`src/rtl/tdm_pkg.sv`:
```
// Shared types and constants for the 8:1 TDM multiplexer.
// Slot-counter width follows TDM_MUX_PARITY_EN (extra parity slot).
package tdm_pkg;

    localparam int NUM_CH = 8;
    localparam int SEL_W  = 3;

`ifdef TDM_MUX_PARITY_EN
    localparam int CNT_W     = 4;
    localparam int LAST_SLOT = 8;
`else
    localparam int CNT_W     = 3;
    localparam int LAST_SLOT = 7;
`endif

    typedef enum logic {IDLE, SEND} tdm_state_t;
    typedef logic [CNT_W-1:0] slot_idx_t;
    typedef logic [SEL_W-1:0] sel_t;

endpackage

```
`src/rtl/tdm_mux8x1_if.sv`:
```
// Frame-in / slot-out bus of the TDM multiplexer.
// master is the multiplexer side, slave the frame source and slot consumer.
interface tdm_mux8x1_if
    import tdm_pkg::*;
#(
    parameter int WIDTH = 1
);

    logic                      in_valid;
    logic                      in_ready;
    logic [NUM_CH*WIDTH-1:0]   d;
    logic                      out_ready;
    logic [WIDTH-1:0]          y;
    logic                      s0;
    logic                      s1;
    logic                      s2;
    logic                      y_valid;
    logic                      frame_start;
`ifdef TDM_MUX_PARITY_EN
    logic                      par_slot;

    modport master (
        input  in_valid, d, out_ready,
        output in_ready, y, s0, s1, s2, y_valid, frame_start, par_slot
    );

    modport slave (
        output in_valid, d, out_ready,
        input  in_ready, y, s0, s1, s2, y_valid, frame_start, par_slot
    );
`else
    modport master (
        input  in_valid, d, out_ready,
        output in_ready, y, s0, s1, s2, y_valid, frame_start
    );

    modport slave (
        output in_valid, d, out_ready,
        input  in_ready, y, s0, s1, s2, y_valid, frame_start
    );
`endif

endinterface

```
`src/rtl/tdm_slot_sel.sv`:
```
// Combinational WIDTH-generic 8:1 channel selector indexed by slot code.
module tdm_slot_sel
    import tdm_pkg::*;
#(
    parameter int WIDTH = 1
) (
    input  logic [NUM_CH*WIDTH-1:0] i_frame,
    input  sel_t                    i_idx,
    output logic [WIDTH-1:0]        o_data
);

    always_comb begin
        o_data = '0;
        for (int k = 0; k < NUM_CH; k++) begin
            if (i_idx == sel_t'(k)) begin
                o_data = i_frame[k*WIDTH +: WIDTH];
            end
        end
    end

endmodule

```
`src/rtl/tdm_mux8x1.sv`:
```
// Sequential 8-to-1 TDM multiplexer: one frame in, eight slots out with select code.
// Define TDM_MUX_PARITY_EN to append a ninth XOR-parity slot flagged by par_slot.
module tdm_mux8x1
    import tdm_pkg::*;
#(
    parameter int WIDTH = 1
) (
    input  logic          clk,
    input  logic          rst,
    tdm_mux8x1_if.master  bus
);

    tdm_state_t              r_state;
    slot_idx_t               r_cnt;
    logic [NUM_CH*WIDTH-1:0] r_frame;
    logic [WIDTH-1:0]        r_y;
    sel_t                    r_sel;
    logic                    r_y_valid;
    logic                    r_frame_start;

    logic                    w_last;
    logic                    w_in_ready;
    logic                    w_accept;
    logic                    w_advance;
    slot_idx_t               w_next_cnt;
    logic [NUM_CH*WIDTH-1:0] w_sel_frame;
    sel_t                    w_sel_idx;
    logic [WIDTH-1:0]        w_slot_data;

    assign w_last     = (r_state == SEND) && (r_cnt == slot_idx_t'(LAST_SLOT));
    assign w_in_ready = (r_state == IDLE) || (w_last && bus.out_ready);
    assign w_accept   = bus.in_valid && w_in_ready;
    assign w_advance  = r_y_valid && bus.out_ready;
    assign w_next_cnt = w_accept ? '0 : r_cnt + slot_idx_t'(1);

    // On accept the frame register is not yet loaded, so slot 0 comes straight from d.
    assign w_sel_frame = w_accept ? bus.d : r_frame;
    assign w_sel_idx   = w_next_cnt[SEL_W-1:0];

    tdm_slot_sel #(.WIDTH(WIDTH)) u_slot_sel (
        .i_frame (w_sel_frame),
        .i_idx   (w_sel_idx),
        .o_data  (w_slot_data)
    );

`ifdef TDM_MUX_PARITY_EN
    logic             r_par_slot;
    logic [WIDTH-1:0] w_parity;
    logic             w_par_next;

    always_comb begin
        w_parity = '0;
        for (int k = 0; k < NUM_CH; k++) begin
            w_parity = w_parity ^ r_frame[k*WIDTH +: WIDTH];
        end
    end

    assign w_par_next   = (w_next_cnt == slot_idx_t'(NUM_CH));
    assign bus.par_slot = r_par_slot;
`endif

    always_ff @(posedge clk or posedge rst) begin
        if (rst) begin
            r_state       <= IDLE;
            r_cnt         <= '0;
            r_frame       <= '0;
            r_y           <= '0;
            r_sel         <= '0;
            r_y_valid     <= 1'b0;
            r_frame_start <= 1'b0;
`ifdef TDM_MUX_PARITY_EN
            r_par_slot    <= 1'b0;
`endif
        end else if (w_accept) begin
            r_state       <= SEND;
            r_cnt         <= '0;
            r_frame       <= bus.d;
            r_y           <= w_slot_data;
            r_sel         <= '0;
            r_y_valid     <= 1'b1;
            r_frame_start <= 1'b1;
`ifdef TDM_MUX_PARITY_EN
            r_par_slot    <= 1'b0;
`endif
        end else if (w_advance) begin
            if (w_last) begin
                // cnt is left at the last slot; only a new accept rewinds it.
                r_state       <= IDLE;
                r_y           <= '0;
                r_sel         <= '0;
                r_y_valid     <= 1'b0;
                r_frame_start <= 1'b0;
`ifdef TDM_MUX_PARITY_EN
                r_par_slot    <= 1'b0;
`endif
            end else begin
                r_cnt         <= w_next_cnt;
                r_frame_start <= 1'b0;
`ifdef TDM_MUX_PARITY_EN
                if (w_par_next) begin
                    r_y        <= w_parity;
                    r_sel      <= '0;
                    r_par_slot <= 1'b1;
                end else begin
                    r_y        <= w_slot_data;
                    r_sel      <= w_sel_idx;
                    r_par_slot <= 1'b0;
                end
`else
                r_y   <= w_slot_data;
                r_sel <= w_sel_idx;
`endif
            end
        end
    end

    assign bus.in_ready    = w_in_ready;
    assign bus.y           = r_y;
    assign bus.s0          = r_sel[0];
    assign bus.s1          = r_sel[1];
    assign bus.s2          = r_sel[2];
    assign bus.y_valid     = r_y_valid;
    assign bus.frame_start = r_frame_start;

endmodule

```
`src/flat_wrapper.sv`:
```
// flat-port wrapper written by rule: the top's interface ports become plain ports
module tdm_mux8x1_flat import tdm_pkg::*;
#(
    parameter int WIDTH = 1
)
  (clk, rst, bus_in_valid, bus_d, bus_out_ready, bus_in_ready, bus_y, bus_s0, bus_s1, bus_s2, bus_y_valid, bus_frame_start);
  tdm_mux8x1_if #(.WIDTH(WIDTH)) bus_i ();
  input  logic clk;
  input  logic rst;
  input wire logic [$bits(bus_i.in_valid)-1:0] bus_in_valid;
  input wire logic [$bits(bus_i.d)-1:0] bus_d;
  input wire logic [$bits(bus_i.out_ready)-1:0] bus_out_ready;
  output wire logic [$bits(bus_i.in_ready)-1:0] bus_in_ready;
  output wire logic [$bits(bus_i.y)-1:0] bus_y;
  output wire logic [$bits(bus_i.s0)-1:0] bus_s0;
  output wire logic [$bits(bus_i.s1)-1:0] bus_s1;
  output wire logic [$bits(bus_i.s2)-1:0] bus_s2;
  output wire logic [$bits(bus_i.y_valid)-1:0] bus_y_valid;
  output wire logic [$bits(bus_i.frame_start)-1:0] bus_frame_start;
  assign bus_i.in_valid = bus_in_valid;
  assign bus_i.d = bus_d;
  assign bus_i.out_ready = bus_out_ready;
  assign bus_in_ready = bus_i.in_ready;
  assign bus_y = bus_i.y;
  assign bus_s0 = bus_i.s0;
  assign bus_s1 = bus_i.s1;
  assign bus_s2 = bus_i.s2;
  assign bus_y_valid = bus_i.y_valid;
  assign bus_frame_start = bus_i.frame_start;
  tdm_mux8x1 #(.WIDTH(WIDTH)) u_core (.clk(clk), .rst(rst), .bus(bus_i));
endmodule
```
`config.mk`:
```
export PLATFORM = sky130hd
export DESIGN_NAME = tdm_mux8x1_flat
export DESIGN_NICKNAME = d
export VERILOG_FILES = /design/src/rtl/tdm_pkg.sv /design/src/rtl/tdm_mux8x1_if.sv /design/src/rtl/tdm_slot_sel.sv /design/src/rtl/tdm_mux8x1.sv /design/src/flat_wrapper.sv
export SDC_FILE = /design/constraint.sdc
export NUM_CORES = 1
export LEC_CHECK = 0
export ABC_AREA = 1
export CORE_MARGIN = 1.5
export CORE_UTILIZATION = 40
export CTS_CLUSTER_SIZE = 10
export DETAILED_ROUTE_END_ITERATION = 8
export PLACE_DENSITY_LB_ADDON = 0.15
export SKIP_LAST_GASP = 1
export SYNTH_ARGS = -nofsm -noshare
export SYNTH_HDL_FRONTEND = slang
export SYNTH_SLANG_ARGS = --single-unit
export TNS_END_PERCENT = 20
```
`constraint.sdc`:
```
create_clock -name clk -period 2.3 [get_ports clk]
set_clock_uncertainty 0.1 [all_clocks]
set_input_delay 0.345 -clock clk [delete_from_list [all_inputs] [get_ports clk]]
set_output_delay 0.345 -clock clk [all_outputs]
set_load 0.05 [all_outputs]
```
* Word level (Yosys, flattened, before mapping)
Cells that the tools add are included.
** Operators by class
- Add/sub/neg operators :: 1
- Equality and inequality tests :: 9
- Multiplexer cells :: 24
- Bitwise operators :: 1
- Reduce and logical (&&, ||, !) cells :: 10
** Operators by type and width (number)
- 3-bit two-way mux :: 7
- 1-bit two-way mux :: 16
- 3-bit equality test, second input constant :: 5
- 8-bit two-way mux :: 1
- 3-bit by 2-bit equality test with 1-bit output, second input constant :: 2
- 1-bit logical AND :: 4
- 2-bit AND reduction :: 2
- 2-bit nonzero test :: 2
- 3-bit by 1-bit adder with 3-bit output, second input constant :: 1
- 3-bit by 1-bit equality test with 1-bit output, second input constant :: 1
- 3-bit logical NOT :: 1
- 2-bit inequality test, second input constant :: 1
- 1-bit logical OR :: 1
- 1-bit NOT :: 1
** Word-level totals
- Register bits :: 17
- Input bits :: 12

* Depth between registers and ports, before layout
- Depth after elaboration :: 18
- Depth in mapped cells :: 13
- Mapped depth without buffers :: 13

* Modules after synthesis
A second synthesis with hierarchy kept.
** Second synthesis, totals
- Cell total of the unflattened synthesis :: 107
- Area total of the unflattened synthesis :: 814.5 um2
** Modules (own cells, without submodules)
- tdm_mux8x1 :: times used 1, cells an instance 86, area an instance 728.2 um2, seq. area each 425.4 um2
- tdm_slot_sel :: times used 1, cells an instance 21, area an instance 86.3 um2, seq. area each 0.0 um2

* Worst setup path after synthesis
No wires, ideal clock.
- Path type :: register to register
- Start point :: register u_core.r_cnt[0]
- End point :: register u_core.r_y (netlist: u_core.bus.y)
- Setup time :: 0.118 ns
- Arrival :: 1.765 ns
- Data required time :: 2.082 ns
- Setup slack :: 0.317 ns
- Cell stages (with the launch flop) :: 14
- Path buffers :: 1
- Clock period less this slack :: 1.983 ns
- Cell sequence :: dfrtp_1 > ha_1 > ha_1 > nand2_2 > nand2_4 > nand2_4 > buf_6 > nand3_2 > nor2_1 > nor2_1 > nand3_1 > nand4_1 > nand2_1 > nand2_1
** Between the ends
- Longest elaborated chain between the ends :: 18
- Elaborated cells between the ends (all ways) :: 28
- Those cells by class :: add/sub (1); eq/ne (8); mux (13); reduce/logical (6)
** Ends and longest elaborated chain
- start, declared :: RTL line tdm_mux8x1.sv:14 : slot_idx_t r_cnt;
- start signal, assigned :: RTL line tdm_mux8x1.sv:97 : r_cnt <= w_next_cnt;
- 3-bit equality test (*) :: RTL line tdm_mux8x1.sv:30 : assign w_last = (r_state == SEND) && (r_cnt == slot_idx_t'(LAST_SLOT));
- 1-bit logical AND (*) :: RTL line tdm_mux8x1.sv:30
- 1-bit logical AND (*) :: RTL line tdm_mux8x1.sv:31 : assign w_in_ready = (r_state == IDLE) || (w_last && bus.out_ready);
- 1-bit logical OR (*) :: RTL line tdm_mux8x1.sv:31
- via bus_in_ready :: RTL line flat_wrapper.sv:13 : output wire logic [$bits(bus_i.in_ready)-1:0] bus_in_ready;
- 1-bit logical AND (*) :: RTL line tdm_mux8x1.sv:32 : assign w_accept = bus.in_valid && w_in_ready;
- 3-bit two-way mux :: RTL line tdm_mux8x1.sv:34 : assign w_next_cnt = w_accept ? '0 : r_cnt + slot_idx_t'(1);
- 3-bit logical NOT :: RTL line tdm_slot_sel.sv:15 : if (i_idx == sel_t'(k)) begin
- 1-bit two-way mux (8 in a row) :: RTL line tdm_slot_sel.sv:15
- 1-bit two-way mux :: RTL line tdm_mux8x1.sv:86 : if (w_last) begin
- 1-bit two-way mux :: RTL line tdm_mux8x1.sv:85 : end else if (w_advance) begin
- 1-bit two-way mux :: RTL line tdm_mux8x1.sv:74 : end else if (w_accept) begin
- end signal, assigned :: RTL line tdm_mux8x1.sv:78 : r_y <= w_slot_data;
- end signal, assigned :: RTL line tdm_mux8x1.sv:110 : r_y <= w_slot_data;
- end, declared :: RTL line tdm_mux8x1.sv:16 : logic [WIDTH-1:0] r_y;
The timed path passes the listed nets; every way through them passes the cells marked *. The select of a mux whose other input is x is not followed.
A chain may end at the register's enable or synchronous reset.

* Worst setup path after layout
- Start point :: register u_core.r_cnt[0]
- End point :: register u_core.r_y (netlist: u_core.bus.y)
** Between the ends
- Longest elaborated chain between the ends :: 18
- Elaborated cells between the ends (all ways) :: 28
- Those cells by class :: add/sub (1); eq/ne (8); mux (13); reduce/logical (6)
** Ends and longest elaborated chain (RTL line)
- 3-bit equality test :: tdm_mux8x1.sv:30
- 1-bit logical AND :: tdm_mux8x1.sv:30
- 1-bit logical AND :: tdm_mux8x1.sv:31
- 1-bit logical OR :: tdm_mux8x1.sv:31
- 1-bit logical AND :: tdm_mux8x1.sv:32
- 3-bit two-way mux :: tdm_mux8x1.sv:34
- 3-bit logical NOT :: tdm_slot_sel.sv:15
- 1-bit two-way mux (8 in a row) :: tdm_slot_sel.sv:15
- 1-bit two-way mux :: tdm_mux8x1.sv:86
- 1-bit two-way mux :: tdm_mux8x1.sv:85
- 1-bit two-way mux :: tdm_mux8x1.sv:74
Parallel ways exist; a longest one is shown, timed or not. The select of a mux whose other input is x is not followed.

==> key figures <==
Placement
  • Placed inst area: 1050 um2
  • Routability cong.: 0.818
  • Hpwl dp: 1.22 mm
  • I/O Buffers: 18

Global routing
  • Initial antenna violation count: 0
  • Largest net degree at the start of global routing: 18
  • Global-route wire length before repair: 2.82 mm
  • Total track usage: 15.7%
  • Number of global-route vias before repair: 643
  • GRT overflow: 0

CTS
  • Post-CTS Resized: 0
  • Deepest clock path buffer count: 2
  • Total CTS buffers: 3
  • # hold bufs at CTS: 0
  • Postcts setup bufs: 0
  • Root buffer cell: clkbuf_4
  • CTS tree: yes
  • H-tree depth: 1
  • CTS sink count: 17
  • Clock Latency Late Sink: 0.29 ns
  • Clock transition at path regs: 0.10 ns

Finish
  • Most common cell after layout, fill and taps aside: nand2_1
  • Ant diodes: 0
  • Multi-input gate area: 352 um2
  • Share of cells above drive strength 1: 16.4%
  • Most frequent cells in the layout: 36 x nand2_1, 17 x clkdlybuf4s50_1, 17 x dfrtp_1
  • Register Area: 425 um2
  • Post-route cell area: 1080 um2
  • Area growth, synth to finish: 28.7%
  • Nets: 137
  • Fillers: 208

Setup path
  • R2R setup slack: 0.18 ns
  • CP endpoint kind: flop
  • CP startpoint kind: flop
  • Worst path arrival time: 2.21 ns
  • Worst r2r dst: u_core.bus.y
  • CP max-delay cell: dfrtp_1
  • Reg2Reg Depth: 12
  • CP cell instances: ha_1 -> ha_1 -> nand2_2 -> nand2_4 -> nand2_4 -> inv_2 -> nor2_1 -> nor2_1 -> nand3_1 -> nand4_1 -> nand2_1 -> nand2_1
  • Max incr delay on CP: 0.44 ns
  • Worst R2R Start: u_core.r_cnt[0]
  • Setup Crit Path Kind: reg2reg
  • Data required, critical path: 2.40 ns
  • Worst-path maximum fanout: 16

Power and ir drop
  • Power density cells: 1330 nW/um2
  • Peak supply drop: 0.000707 V
  • Leakage power: 0.558 nW

STA
  • Period utilization: 92.0%
  • Setup violators final: 0
  • F_max: 473 MHz
  • Setup total negative slack: 0 ns
  • Final min period: 2.12 ns
  • Final Max Slew Viols: 0
  • Worst Tran Pin Value: 0.649 ns
  • Unrepaired setup endpoints after global routing: no
  • Worst slew margin: 56.7%
  • Final Hold Vio Count: 0

Synth
  • Netlist cell types: 18
  • Sequential cell area fraction in the yosys report: 50.8%
  • Syn Area/Cell: 8.29 um2
  • Mapped Cells: 101
  • Synthesized Nets: 115
  • Cell area after synthesis: 837 um2
  • Flops & latches, synth: 17
  • YS warnings: 0

Floorplan
  • Initial Util: 42.7%
  • Die footprint: 2380 um2
  • Die height: 48.7 um
  • Io pins: 19
  • Core Region: 1960 um2
  • FP Rows: 16
  • DIE WIDTH: 48.7 um

Routing
  • DR pass1 iterations: 4
  • Vias per cell: 4.58
  • DR vias: 683
  • Aggregate routed wire length: 1.61 mm
  • Detail Route Antenna Nets: 0
  • Drt drc: 0
  • Post-detailed-route wirelength per cell: 10.8 um
  • Initial DRC Count: 9

Run status
  • Outcome: completed

Hold path
  • Worst min path class: in2async

Job
  • Max-Cap Viols: 0
[synth_stat cells]
cell,n,area [um2]
a31oi_1,1,6.26
nand3_2,1,10.0
a21oi_2,2,17.5
nor2_1,8,30.0
inv_1,8,30.0
ha_1,2,25.0
nor3_1,1,5.00
o21ai_2,2,17.5
nand2_2,3,18.8
nand3_1,5,25.0
nand2_4,2,22.5
buf_6,1,11.3
dfrtp_1,17,425
inv_2,5,18.8
o21ai_1,1,5.00
nand2_1,36,135
nand4_1,3,18.8
o21ai_0,3,15.0
[kinds of logic after synthesis]
group                    count (synthesis)  share of synthesized area [%]
flip-flops                              17                           50.8
buffers and inverters                   14                           7.18
AO/OA/AOI/OAI                            9                           7.32
adder cells (fa/ha/maj)                  2                           2.99
AND/OR/NAND/NOR                         59                           31.7
[flip-flops by register name, indices dropped and copies added (netlist names)]
signal                  flops
u_core.r_frame              8
u_core.r_cnt                3
u_core.r_sel                3
u_core.bus.frame_start      1
u_core.bus.y                1
u_core.bus.y_valid          1
[metrics by stage]
stage,cells,setup slack (ns),hold WS [ns],utilization [%],total power (W)
6_report,149,0.184,0.332,54.9,0.00143
5_1_grt,149,0.0243,0.372,54.9,0.00156
4_1_cts,149,0.182,0.352,54.9,0.00144
3_5_place_dp,145,0.205,0.358,53.5,0.00128
3_3_place_gp,145,0.232,0.362,53.5,0.00127
2_1_floorplan,101,0.317,0.171,-,0.00107
[worst max-delay path, delay by kind of cell (launching register included)]
family | cells | cell delay (ns)
DFF | 1 | 0.44
adders and majority gates | 2 | 0.43
buffers and inverters | 1 | 0.09
and+or+nand+nor | 9 | 0.95
[worst max-delay path by stage]
| stage | startpoint | endpoint | slack [ns] |
|---|---|---|---|
| global placement | u_core.r_cnt[0] | u_core.bus.y | 0.23 |
| CTS | u_core.r_cnt[0] | u_core.bus.y | 0.18 |
| finish | u_core.r_cnt[0] | u_core.bus.y | 0.18 |
| global route | u_core.r_cnt[0] | u_core.bus.y | 0.02 |
| detailed placement | u_core.r_cnt[0] | u_core.bus.y | 0.20 |
| floorplan | u_core.r_cnt[0] | u_core.bus.y | 0.32 |
[cell type report]
type | count | area share, %
clock buffer | 3 | 2.09
clock inverter | 1 | 0.465
inverter | 13 | 4.53
timing repair buffer | 18 | 17.7
tap | 27 | 3.14
multi-input combinational | 70 | 32.6
sequential | 17 | 39.5
[metal layers]
layer	wire [um]	vias to the layer above	part of all wire, %	track usage (%)
met5	0	-	0	0
met4	42	0	2.6	8.57
met3	57	4	3.5	3.70
met2	718	13	45	23.5
met1	789	305	49	20.9
li1	-	361	-	-
[power breakdown]
group          total [W]  internal, W  switching, W
combinational   0.000771     0.000276      0.000495
clock           0.000162    0.0000647     0.0000974
sequential      0.000497     0.000433     0.0000644
total            0.00143     0.000773      0.000657
No activity file was read; power rests on OpenSTA's default activity.
